File: config.mk
export PLATFORM = sky130hd
export DESIGN_NAME = window_dot_engine
export DESIGN_NICKNAME = d
export VERILOG_FILES = /design/src/rtl/wde_pkg.sv /design/src/rtl/window_shift_buf.sv /design/src/rtl/window_dot_engine.sv
export SDC_FILE = /design/constraint.sdc
export NUM_CORES = 1
export LEC_CHECK = 0
export CAP_MARGIN = 20
export CORE_MARGIN = 10
export CORE_UTILIZATION = 40
export CTS_CLUSTER_SIZE = 24
export DETAILED_ROUTE_END_ITERATION = 10
export PLACE_DENSITY = 0.62
export SETUP_SLACK_MARGIN = 0.02
export SKIP_CTS_REPAIR_TIMING = 1
export SLEW_MARGIN = 20
export SYNTH_ARGS = -nofsm -noshare
export SYNTH_HDL_FRONTEND = slang
export SYNTH_HIERARCHICAL = 1
export SYNTH_SLANG_ARGS = --single-unit
File: constraint.sdc
create_clock -name clk -period 20.1 [get_ports clk]
set_input_delay 3.015 -clock clk [delete_from_list [all_inputs] [get_ports clk]]
set_output_delay 3.015 -clock clk [all_outputs]
set_load 0.1 [all_outputs]
File: src/rtl/wde_pkg.sv
// Shared constants and types for the window dot engine.
package wde_pkg;

  // Reduction selectors, latched when a computation is accepted.
  localparam logic [1:0] MODE_DOT = 2'b00;
  localparam logic [1:0] MODE_SUM = 2'b01;
  localparam logic [1:0] MODE_SAD = 2'b10;
  localparam logic [1:0] MODE_RSV = 2'b11;

  typedef enum logic [1:0] {
    IDLE    = 2'd0,
    COMPUTE = 2'd1,
    OUTPUT  = 2'd2
  } state_t;

endpackage

File: src/rtl/window_shift_buf.sv
// DEPTH-deep sample window: newest sample at index 0, oldest drops out.
// Tracks how many samples have arrived (saturating) and offers a random read port.
module window_shift_buf #(
  parameter int W     = 8,
  parameter int DEPTH = 8
) (
  input  logic                       clk,
  input  logic                       rst_n,
  input  logic                       ena,
  input  logic                       clear,
  input  logic                       shift,
  input  logic [W-1:0]               din,
  input  logic [$clog2(DEPTH)-1:0]   rd_idx,
  output logic [W-1:0]               rd_data,
  output logic                       full
);

  localparam int FILL_W = $clog2(DEPTH + 1);
  localparam logic [FILL_W-1:0] FILL_MAX = FILL_W'(DEPTH);

  logic [W-1:0]      win [DEPTH];
  logic [FILL_W-1:0] fill;

  // Shift register plus saturating fill count; clear wins over shift.
  always_ff @(posedge clk or negedge rst_n) begin
    if (!rst_n) begin
      for (int i = 0; i < DEPTH; i++) win[i] <= '0;
      fill <= '0;
    end else if (ena) begin
      if (clear) begin
        for (int i = 0; i < DEPTH; i++) win[i] <= '0;
        fill <= '0;
      end else if (shift) begin
        win[0] <= din;
        for (int i = 1; i < DEPTH; i++) win[i] <= win[i-1];
        if (fill != FILL_MAX) fill <= fill + 1'b1;
      end
    end
  end

  assign rd_data = win[rd_idx];
  assign full    = (fill == FILL_MAX);

endmodule

File: src/rtl/window_dot_engine.sv
// Two sample windows feeding a one-term-per-cycle reduction engine (dot, sum, SAD);
// the accumulated result leaves LSB byte first over a valid/ready handshake.
module window_dot_engine
  import wde_pkg::*;
#(
  parameter int W     = 8,
  parameter int DEPTH = 8,
  parameter int ACC_W = 2*W + $clog2(DEPTH)
) (
  input  logic         clk,
  input  logic         rst_n,
  input  logic         ena,
  input  logic         clear,
  input  logic         in_valid,
  input  logic [W-1:0] sample_a,
  input  logic [W-1:0] sample_b,
  input  logic [1:0]   mode,
  input  logic         start,
  output logic         full,
  output logic         busy,
  output logic         in_drop,
  output logic         out_valid,
  input  logic         out_ready,
  output logic [7:0]   out_byte,
  output logic         out_last
);

  localparam int NBYTES = (ACC_W + 7) / 8;
  localparam int OUT_W  = 8 * NBYTES;
  localparam int IDX_W  = $clog2(DEPTH);
  localparam int BI_W   = (NBYTES > 1) ? $clog2(NBYTES) : 1;
  localparam logic [IDX_W-1:0] IDX_LAST  = IDX_W'(DEPTH - 1);
  localparam logic [BI_W-1:0]  BYTE_LAST = BI_W'(NBYTES - 1);

  state_t                   state;
  logic [1:0]               mode_q;
  logic [IDX_W-1:0]         idx;
  logic [BI_W-1:0]          byte_idx;
  logic signed [ACC_W-1:0]  acc;

  logic                     full_a, full_b, shift;
  logic signed [W-1:0]      rd_a, rd_b;
  logic signed [ACC_W-1:0]  a_x, b_x, diff, abs_diff, term;
  logic signed [2*W-1:0]    prod;
  logic signed [OUT_W-1:0]  res_ext;

  // Samples only enter the windows while idle; clear flushes them instead.
  assign shift = in_valid && (state == IDLE) && !clear;

  window_shift_buf #(.W(W), .DEPTH(DEPTH)) u_win_a (
    .clk(clk), .rst_n(rst_n), .ena(ena), .clear(clear), .shift(shift),
    .din(sample_a), .rd_idx(idx), .rd_data(rd_a), .full(full_a)
  );

  window_shift_buf #(.W(W), .DEPTH(DEPTH)) u_win_b (
    .clk(clk), .rst_n(rst_n), .ena(ena), .clear(clear), .shift(shift),
    .din(sample_b), .rd_idx(idx), .rd_data(rd_b), .full(full_b)
  );

  // Both windows always shift together, so their fill state is identical.
  assign full = full_a && full_b;

  // Per-index term, sign-extended into the accumulator width.
  always_comb begin
    prod     = (2*W)'(rd_a) * (2*W)'(rd_b);
    a_x      = ACC_W'(rd_a);
    b_x      = ACC_W'(rd_b);
    diff     = a_x - b_x;
    abs_diff = diff[ACC_W-1] ? -diff : diff;
    term     = '0;
    case (mode_q)
      MODE_DOT: term = ACC_W'(prod);
      MODE_SUM: term = a_x + b_x;
      MODE_SAD: term = abs_diff;
      MODE_RSV: term = '0;
    endcase
  end

  // Control FSM, accumulator and output byte pointer.
  always_ff @(posedge clk or negedge rst_n) begin
    if (!rst_n) begin
      state     <= IDLE;
      mode_q    <= MODE_DOT;
      idx       <= '0;
      byte_idx  <= '0;
      acc       <= '0;
      out_valid <= 1'b0;
    end else if (ena) begin
      if (clear) begin
        state     <= IDLE;
        idx       <= '0;
        byte_idx  <= '0;
        acc       <= '0;
        out_valid <= 1'b0;
      end else begin
        case (state)
          IDLE: begin
            // full is the pre-shift value, so a same-cycle 8th sample cannot enable start.
            if (start && full) begin
              mode_q <= mode;
              acc    <= '0;
              idx    <= '0;
              state  <= COMPUTE;
            end
          end
          COMPUTE: begin
            acc <= acc + term;
            idx <= idx + 1'b1;
            if (idx == IDX_LAST) begin
              state     <= OUTPUT;
              out_valid <= 1'b1;
              byte_idx  <= '0;
            end
          end
          OUTPUT: begin
            if (out_ready) begin
              if (byte_idx == BYTE_LAST) begin
                state     <= IDLE;
                out_valid <= 1'b0;
              end else begin
                byte_idx <= byte_idx + 1'b1;
              end
            end
          end
          default: state <= IDLE;
        endcase
      end
    end
  end

  assign busy     = (state != IDLE);
  assign in_drop  = ena && in_valid && busy && !clear;
  assign res_ext  = OUT_W'(acc);
  assign out_byte = 8'(res_ext >> {byte_idx, 3'b000});
  assign out_last = out_valid && (byte_idx == BYTE_LAST);

endmodule

# == Word level (Yosys, flattened, before mapping) ==
# Cells that the tools add are included.
# word_totals
regBits,165
input_bits,25
out_inout_bits,13
elab_cells,118
# op_classes
addsub,8
multipliers,1
n_lt_le_gt_ge,1
eq_ne,16
shift,1
n_mux,40
bitwise,2
n_reduce_logical,25
# ops
operator,n
64-bit 2-to-1 mux,4
19-bit one-hot mux with 4 select lines,1
19-bit 2-to-1 mux,3
8-bit binary-select mux with 3-bit select,2
19-bit one-hot mux with 2 select lines,1
8-bit 2-to-1 mux,4
4-bit 2-to-1 mux,6
24-bit by 5-bit >> shifter with 8-bit output,1
19-bit adder,1
9-bit negation with 19-bit output,1
2-bit 2-to-1 mux,9
8-bit by 8-bit multiplier with 16-bit output,1
5-bit AND reduction,3
3-bit inequality test (second input constant),4
8-bit by 8-bit adder with 9-bit output,1
3-bit AND reduction,3
8-bit by 8-bit subtractor with 9-bit output,1
4-bit by 1-bit adder with 4-bit output (second input constant),2
2-bit equality test (second input constant),4
4-bit equality test (second input constant),2
1-bit logical AND,8
4-bit inequality test (second input constant),2
2-bit nonzero test,4
3-bit 2-to-1 mux,2
18 further kinds,24

# == Depth between registers and ports, before layout ==
# Gate-level depths: netlist of run 1.
# logic_depth
depth_word,11
mapped_depth,32
depth_no_buf,30

# == Modules after synthesis ==
# Netlist of run 1, hierarchy kept.
# modules_own_cells
mod,n_inst,cells_per_inst,area_per_inst_um2,seq_area_each_um2
window_shift_buf,2,334,3310.7,1701.6
window_dot_engine,1,692,5703.0,725.7

# == Worst setup path before layout of run 1 ==
# Ideal clock, no wire load.
# synth_path
path_kind,input to output
start,input clear
end,output in_drop
t_arrival_ps,4059
required_ps,17085
path_slack_ps,13026
cell_stages,3
path_buffers,1
cell_sequence,clkbuf_1 inv_1 and4_1
# synth_via
elab_chain_len,2
# synth_rtl
element,line_no,rtl
start: declaration,window_dot_engine.sv:13,"input logic clear,"
1-bit zero test,window_dot_engine.sv:132,assign in_drop = ena && in_valid && busy && !clear;
1-bit logical AND,window_dot_engine.sv:132,
end: declaration,window_dot_engine.sv:21,"output logic in_drop,"
# No other way between the ends.

# == Worst setup path in the final report of run 1 ==
# layout_path
start,input ena
end,output in_drop
# layout_via
elab_chain_len,3
# layout_rtl
element,line_no,rtl
start: declaration,window_dot_engine.sv:12,"input logic ena,"
1-bit logical AND (3 in a row),window_dot_engine.sv:132,
# No other way between the ends.

==> impl_metrics.py, run 1 <==
metrics = {
    "cts": {
        "htree_levels": 4,
        "cts_buffers": 17,
        "cts_tree": "done",
        "clock_sinks": 165,
        "worstSkewPairLatency_ns": 0.45,
        "cts.reportedPaths.clkPinSlew_ns": 0.07,
        "root_buffer": "clkbuf_16",
        "clockBufferDepth": 2,
    },
    "synth": {
        "synthDistinctLibCells": 70,
        "synth_fp_nets": 1515,
        "synthAdderAreaFrac": 0.167,
        "synth_seq_cells": 165,
        "synthFlopType": "dfrtp_1",
        "synth_top_family_by_area": "adder cells",
        "ys_warn_count": 6,
        "synth_edf_count": 0,
        "syn_inst": 1360,
        "avgSynthCellArea_um2": 9.06,
        "ys_async_sr_fraction": 1.00,
        "synthMuxAreaShare": 0.0895,
        "synth_xor_area_frac": 0.0277,
        "yosys.area_share.simple": 0.158,
        "ys_seq_area_frac": 0.335,
        "syn-cell-area_mm2": 0.0123,
        "synth_compound_area_frac": 0.154,
    },
    "hold_path": {
        "hold_path.class": "reg -> reg",
        "worstHoldStart": "u_win_a/win[2]",
        "min_to": "u_win_a/win[2]",
        "hold_depth": 2,
    },
    "pwr": {
        "p_clk_frac": 0.324,
        "p_sw_frac": 0.354,
        "power.density_mw_per_mm2": 74.7,
        "p_comb_frac": 0.324,
        "leakage_nw": 6.08,
        "p_switching_uw": 358,
        "ir_drop_mv": 0.0522,
        "pwr-share-seq": 0.352,
        "p_int_uw": 654,
    },
    "place": {
        "gp_congestion": 0.837,
        "port-buffer-count": 37,
        "dp_hpwl_um": 19300,
        "place_area_mm2": 0.0129,
    },
    "detailed_routing": {
        "routed_wl_um": 27500,
        "avgRoutedWirePerCell_um": 15.6,
        "vias_per_cell": 5.25,
        "first_iter_violations": 466,
        "firstDrtPassIters": 4,
        "antenna_left": 0,
        "drcViolationCount": 0,
        "via_count": 9264,
    },
    "timing": {
        "fin_crit_ns": 8.46,
        "tightestPinTransition_ns": 1.07,
        "whs_ns": 0.490,
        "fmax_ghz": 0.118,
        "setup-tns-final_ns": 0,
        "finalSetupViolations": 0,
        "report.final.slew_viol_count": 0,
        "finalHoldViolCount": 0,
        "finalCritPeriodShare": 0.421,
        "slew-limit-headroom": 0.285,
        "clock_skew_ns": 0.0139,
        "rsz0062_at_grt": "no",
    },
    "floorplanning": {
        "core_mm2": 0.0305,
        "die_x_um": 196,
        "io_pins": 38,
        "placementRows": 64,
        "chipHeight_um": 196,
        "start_util": 0.404,
        "die_area_mm2": 0.0382,
    },
    "critical_path": {
        "crit_chain": "clkdlybuf4s50_1, and4_1, clkdlybuf4s50_1",
        "worstSetupPathType": "in -> out",
        "worst_ep_arrival_time_ns": 5.44,
        "cpMostUsedCell": "clkdlybuf4s50_1",
        "endpoint_kind": "output pin",
        "cp-startpoint": "ena",
        "cp_num_buf_inv": 2,
        "slowest_stage": "clkdlybuf4s50_1",
        "critical_path.max_fanout": 19,
        "rr_startpoint": "idx[2]",
        "critical_path.top_delay_family": "buffers and inverters",
        "cp-start-kind": "primary input",
        "regToRegEndpoint": "acc[18]",
        "reg2reg_slack_ns": 12.15,
        "critPathMaxStageDelay_ns": 1.14,
        "r2r_cells": 29,
        "cp.required_ns": 17.09,
    },
    "run": {
        "maxCapViolCount": 0,
    },
    "global_routing": {
        "grt_pass1_wl_um": 46500,
        "antenna_found_initial": 0,
        "grt_max_degree": 129,
        "grt_overflow": 0,
        "track_usage": 0.145,
        "grt_pass1_vias": 9081,
    },
    "cells_and_area": {
        "drive_gt1_frac": 0.0569,
        "fin_nets": 1513,
        "fin_area_mm2": 0.0135,
        "synthToLayoutAreaGrowth_pct": 9.89,
        "insertedDiodeCount": 0,
    },
    "run_status": {
        "status": "finished clean",
    },
}
per-stage QoR:
| stage | worst slack, ns | util | total power [mW] | cells |
|---|---|---|---|---|
| 2_1_floorplan | 13.03 | - | 0.610 | 1360 |
| 3_3_place_gp | 11.67 | 0.424 | 0.682 | 1733 |
| 3_5_place_dp | 11.66 | 0.424 | 0.688 | 1733 |
| 4_1_cts | 11.65 | 0.442 | 1.02 | 1764 |
| 5_1_grt | 11.57 | 0.444 | 1.08 | 1766 |
| 6_report | 11.64 | 0.444 | 1.01 | 1766 |
how the worst max path moves through the flow:
stage,end,slack [ns],cells past startpoint
CTS,in_drop,11.65,3
global placement,in_drop,11.67,3
floorplan,in_drop,13.03,3
detailed placement,in_drop,11.66,3
finish,in_drop,11.64,3
global route,in_drop,11.57,3
sequential cells by signal, indices dropped and copies added (netlist names):
register      cells
state             2
idx               3
acc              19
mode_q            2
u_win_b/win      64
u_win_b/fill      4
out_valid         1
u_win_a/win      64
byte_idx          2
u_win_a/fill      4
layout by cell type, fill, tap and decap left out, types with 4 or more instances in the layout:
cell type,instances
nand2_1,312
o21ai_0,178
dfrtp_1,165
inv_1,125
ha_1,72
fa_1,58
a21oi_1,51
nor2_1,50
clkdlybuf4s50_1,36
and2_1,33
mux4_1,32
xnor2_1,28
mux2_2,18
clkbuf_16,17
xor2_1,11
a21o_1,9
o31ai_1,9
nor2b_1,8
buf_4,8
o21a_1,7
nor3_1,7
a22o_1,7
o21ai_1,6
nand2b_1,6
mux2i_1,6
o22ai_1,6
o211ai_1,5
or3_1,4
a21boi_0,4
a31oi_1,4
a211oi_1,4
nand4_1,4
nor4b_1,4
and3_1,4
clkinv_2,4
inv_6,4
inv_8,4
Yosys cell counts, types with 5 or more instances:
cell type	number	area, um^2
ha_1	72	901
xnor2_1	28	245
o21ai_1	6	30.0
o211ai_1	5	37.5
a21oi_1	51	255
inv_1	127	477
mux4_1	32	841
xor2_1	11	96.3
clkbuf_1	39	146
dfrtp_1	165	4130
mux2_2	18	203
a21o_1	9	67.6
nand2b_1	6	37.5
o21ai_0	180	901
nor3_1	7	35.0
mux2i_1	6	60.1
o22ai_1	6	37.5
a22o_1	7	61.3
buf_2	19	95.1
o31ai_1	9	67.6
nor2_1	50	188
fa_1	58	1160
nor2b_1	8	50.1
buf_6	6	67.6
nand2_1	312	1170
and2_1	33	206
o21a_1	7	52.6
power by group through the flow:
stage	combinational [mW]	sequential, mW	clock (mW)
CTS	0.328	0.356	0.335
finish	0.328	0.356	0.328
global placement	0.320	0.362	0
detailed placement	0.326	0.362	0
global route	0.374	0.358	0.348
floorplan	0.251	0.359	0
metal layers:
layer  vias to the layer above  wire length [um]  share of wire  track usage
li1                       4590                 -              -            -
met1                      4543             13500           0.49        0.198
met2                       113             12900           0.47        0.234
met3                        18               756          0.027       0.0236
met4                         0               364          0.013       0.0390
met5                         -                 0              0            0
final cells by class:
class,instances,area [um^2]
fillers,2920,17000
multi-input cells,995,7380
flip-flops and latches,165,4130
inverters,132,497
well taps,396,495
repair buffers,47,479
clock buffers,17,425
clock inverters,14,141
cell families after synthesis:
group           count (synthesis)
compound gates                319
xor+xnor                       39
fa+ha+maj                     130
buf+inv                       200
flops                         165
mux                            56
simple gates                  451
worst min-delay path: cells and delay by family, from the launching register on:
kind	cells	cell delay, ns
simple gates	1	0.05
flops	1	0.35
compound gates	1	0.06
No activity file was read; power rests on OpenSTA's default activity.
==> run 2: changes to the inputs <==
--- a/config.mk
+++ b/config.mk
@@ -10,7 +10,7 @@
 export CORE_UTILIZATION = 40
 export CTS_CLUSTER_SIZE = 24
 export DETAILED_ROUTE_END_ITERATION = 10
-export PLACE_DENSITY = 0.62
+export PLACE_DENSITY = 0.64
 export SETUP_SLACK_MARGIN = 0.02
 export SKIP_CTS_REPAIR_TIMING = 1
 export SLEW_MARGIN = 20
==> constraint.sdc (replaced) <==
create_clock -name clk -period 7.6 [get_ports clk]
set_input_delay 1.14 -clock clk [delete_from_list [all_inputs] [get_ports clk]]
set_output_delay 1.14 -clock clk [all_outputs]
set_load 0.1 [all_outputs]
==> run 2 against run 1 <==
  * Via count increased by 2.0%
  * Critical endpoint is now acc[18]
  * Count of clock-buffer cells in the layout increased by 2
  * Non-clock buffer count increased by 40
  * Combinational power increased to 2.9 times the previous value
  * Largest power group is now combinational logic
  * Worst setup slack got worse by 11 ns
  * Critical path type is now reg -> reg
  * Largest cell class unchanged
  * Register-to-register slack got worse by 12 ns
  * Highest routed layer unchanged
  * Flip-flop and latch count unchanged
==> impl_metrics.py, run 2 (synthesized netlist as in run 1, its figures left out) <==
metrics = {
    "pwr": {
        "ir_drop_mv": 0.176,
        "leakage_nw": 6.26,
        "power.density_mw_per_mm2": 193,
    },
    "global_routing": {
        "track_usage": 0.147,
        "antenna_found_initial": 0,
        "grt_overflow": 0,
        "grt_max_degree": 131,
        "grt_pass1_vias": 9160,
        "grt_pass1_wl_um": 47000,
    },
    "cells_and_area": {
        "seq_area_mm2": 0.00413,
        "final_cell_mix": "nand2_1, o21ai_0, dfrtp_1",
        "layout_commonest_cell": "nand2_1",
        "multi_input_area_mm2": 0.00751,
        "fill_cells": 2907,
        "reg.largest.list": "u_win_a/win (64), u_win_b/win (64), acc (19)",
        "insertedDiodeCount": 0,
        "fin_nets": 1554,
        "synthToLayoutAreaGrowth_pct": 14.2,
        "drive_gt1_frac": 0.115,
    },
    "floorplanning": {
        "io_pins": 38,
        "die_area_mm2": 0.0382,
        "placementRows": 64,
        "die_x_um": 196,
        "chipHeight_um": 196,
        "core_mm2": 0.0305,
        "start_util": 0.404,
    },
    "run": {
        "maxCapViolCount": 0,
    },
    "cts": {
        "htree_levels": 4,
        "root_buffer": "clkbuf_16",
        "worstSkewPairLatency_ns": 0.44,
        "clockBufferDepth": 2,
        "cts_tree": "done",
        "clock_sinks": 165,
        "cts_buffers": 17,
        "cts.reportedPaths.clkPinSlew_ns": 0.07,
    },
    "detailed_routing": {
        "avgRoutedWirePerCell_um": 16.3,
        "drcViolationCount": 0,
        "firstDrtPassIters": 5,
        "antenna_left": 0,
        "first_iter_violations": 580,
        "via_count": 9449,
        "routed_wl_um": 29400,
        "vias_per_cell": 5.23,
    },
    "place": {
        "pre_cts_ws_ns": 0.0880,
        "port-buffer-count": 37,
        "dp_hpwl_um": 20400,
        "gp_congestion": 0.883,
    },
    "timing": {
        "clock_skew_ns": 0.0202,
        "finalSetupViolations": 0,
        "slew-limit-headroom": 0.340,
        "finalCritPeriodShare": 0.967,
        "fin_crit_ns": 7.35,
        "tightestPinTransition_ns": 0.987,
        "whs_ns": 0.488,
        "layout_setup_ws_ns": 0.253,
        "report.final.slew_viol_count": 0,
        "fmax_ghz": 0.136,
        "finalHoldViolCount": 0,
    },
    "run_status": {
        "status": "finished clean",
    },
    "critical_path": {
        "worst_ep_arrival_time_ns": 7.67,
        "endpoint_kind": "flop",
        "critPathMaxStageDelay_ns": 0.55,
        "critical_path.max_fanout": 8,
        "slowest_stage": "mux4_1",
        "worstSetupPathType": "reg -> reg",
        "cp-start-kind": "flop",
        "cp.required_ns": 7.92,
    },
    "hold_path": {
        "hold_path.class": "reg -> reg",
    },
}
run 2: cell count changes in the layout (fill, tap and decap cells not counted), sizes merged:
cell / change
buf: +37
bufinv: -1
clkinv: -1
clkinvlp: +2
clkbuf: +5
inv: -3
mux2: +1
run 2: worst paths after layout:
kind / from / to / slack [ns] / cells past startpoint
max: idx[2] / acc[18] / 0.25 / 28
min: u_win_b/win[1] / u_win_b/win[1] / 0.49 / 2
max reg2reg: idx[2] / acc[18] / 0.25 / 28
min reg2reg: u_win_b/win[1] / u_win_b/win[1] / 0.49 / 2
max in group asynchronous: rst_n / u_win_b/win[38] / 5.57 / 2
min in group asynchronous: rst_n / acc[14] / 0.70 / 1
run 2: layer usage:
metal  up-vias  track usage  wire length, um
met5         -            0                0
met4         0       0.0387              484
met3        27       0.0250              947
met2       146        0.230            13600
met1      4614        0.206            14400
li1       4662            -                -
run 2: critical path, delay by kind of cell (launching register included):
family          cells  cell delay (ns)
compound gates     13             2.24
buf+inv             4             0.36
flops               1             0.51
fa+ha+maj           6             2.75
simple gates        2             0.32
mux                 2             0.93
xor+xnor            1             0.13
run 2: final cells by class:
type / instances / share of cell area
tap: 396 / 0.0352
multi-input combinational: 996 / 0.534
timing repair buffer: 87 / 0.0633
inverter: 132 / 0.0357
sequential: 165 / 0.294
clock buffer: 19 / 0.0315
clock inverter: 11 / 0.00676
run 2: power breakdown:
part / internal [mW] / switching, mW / leakage [nW]
registers: 0.912 / 0.0335 / 2.27
logic: 0.416 / 0.532 / 3.72
clock network: 0.432 / 0.394 / 0.261
total: 1.76 / 0.959 / 6.26
run 2: through the flow:
step                      instance area, um^2  power (mW)  TNS (ns)  cells  utilization
after floorplan                         12300        1.61         0   1360            -
after global placement                  13000        1.79         0   1740        0.427
after detailed placement                13000        1.81         0   1740        0.427
after CTS                               13600        2.64         0   1770        0.444
after global routing                    14100        2.91   -0.0624   1806        0.461
final                                   14100        2.72         0   1806        0.461
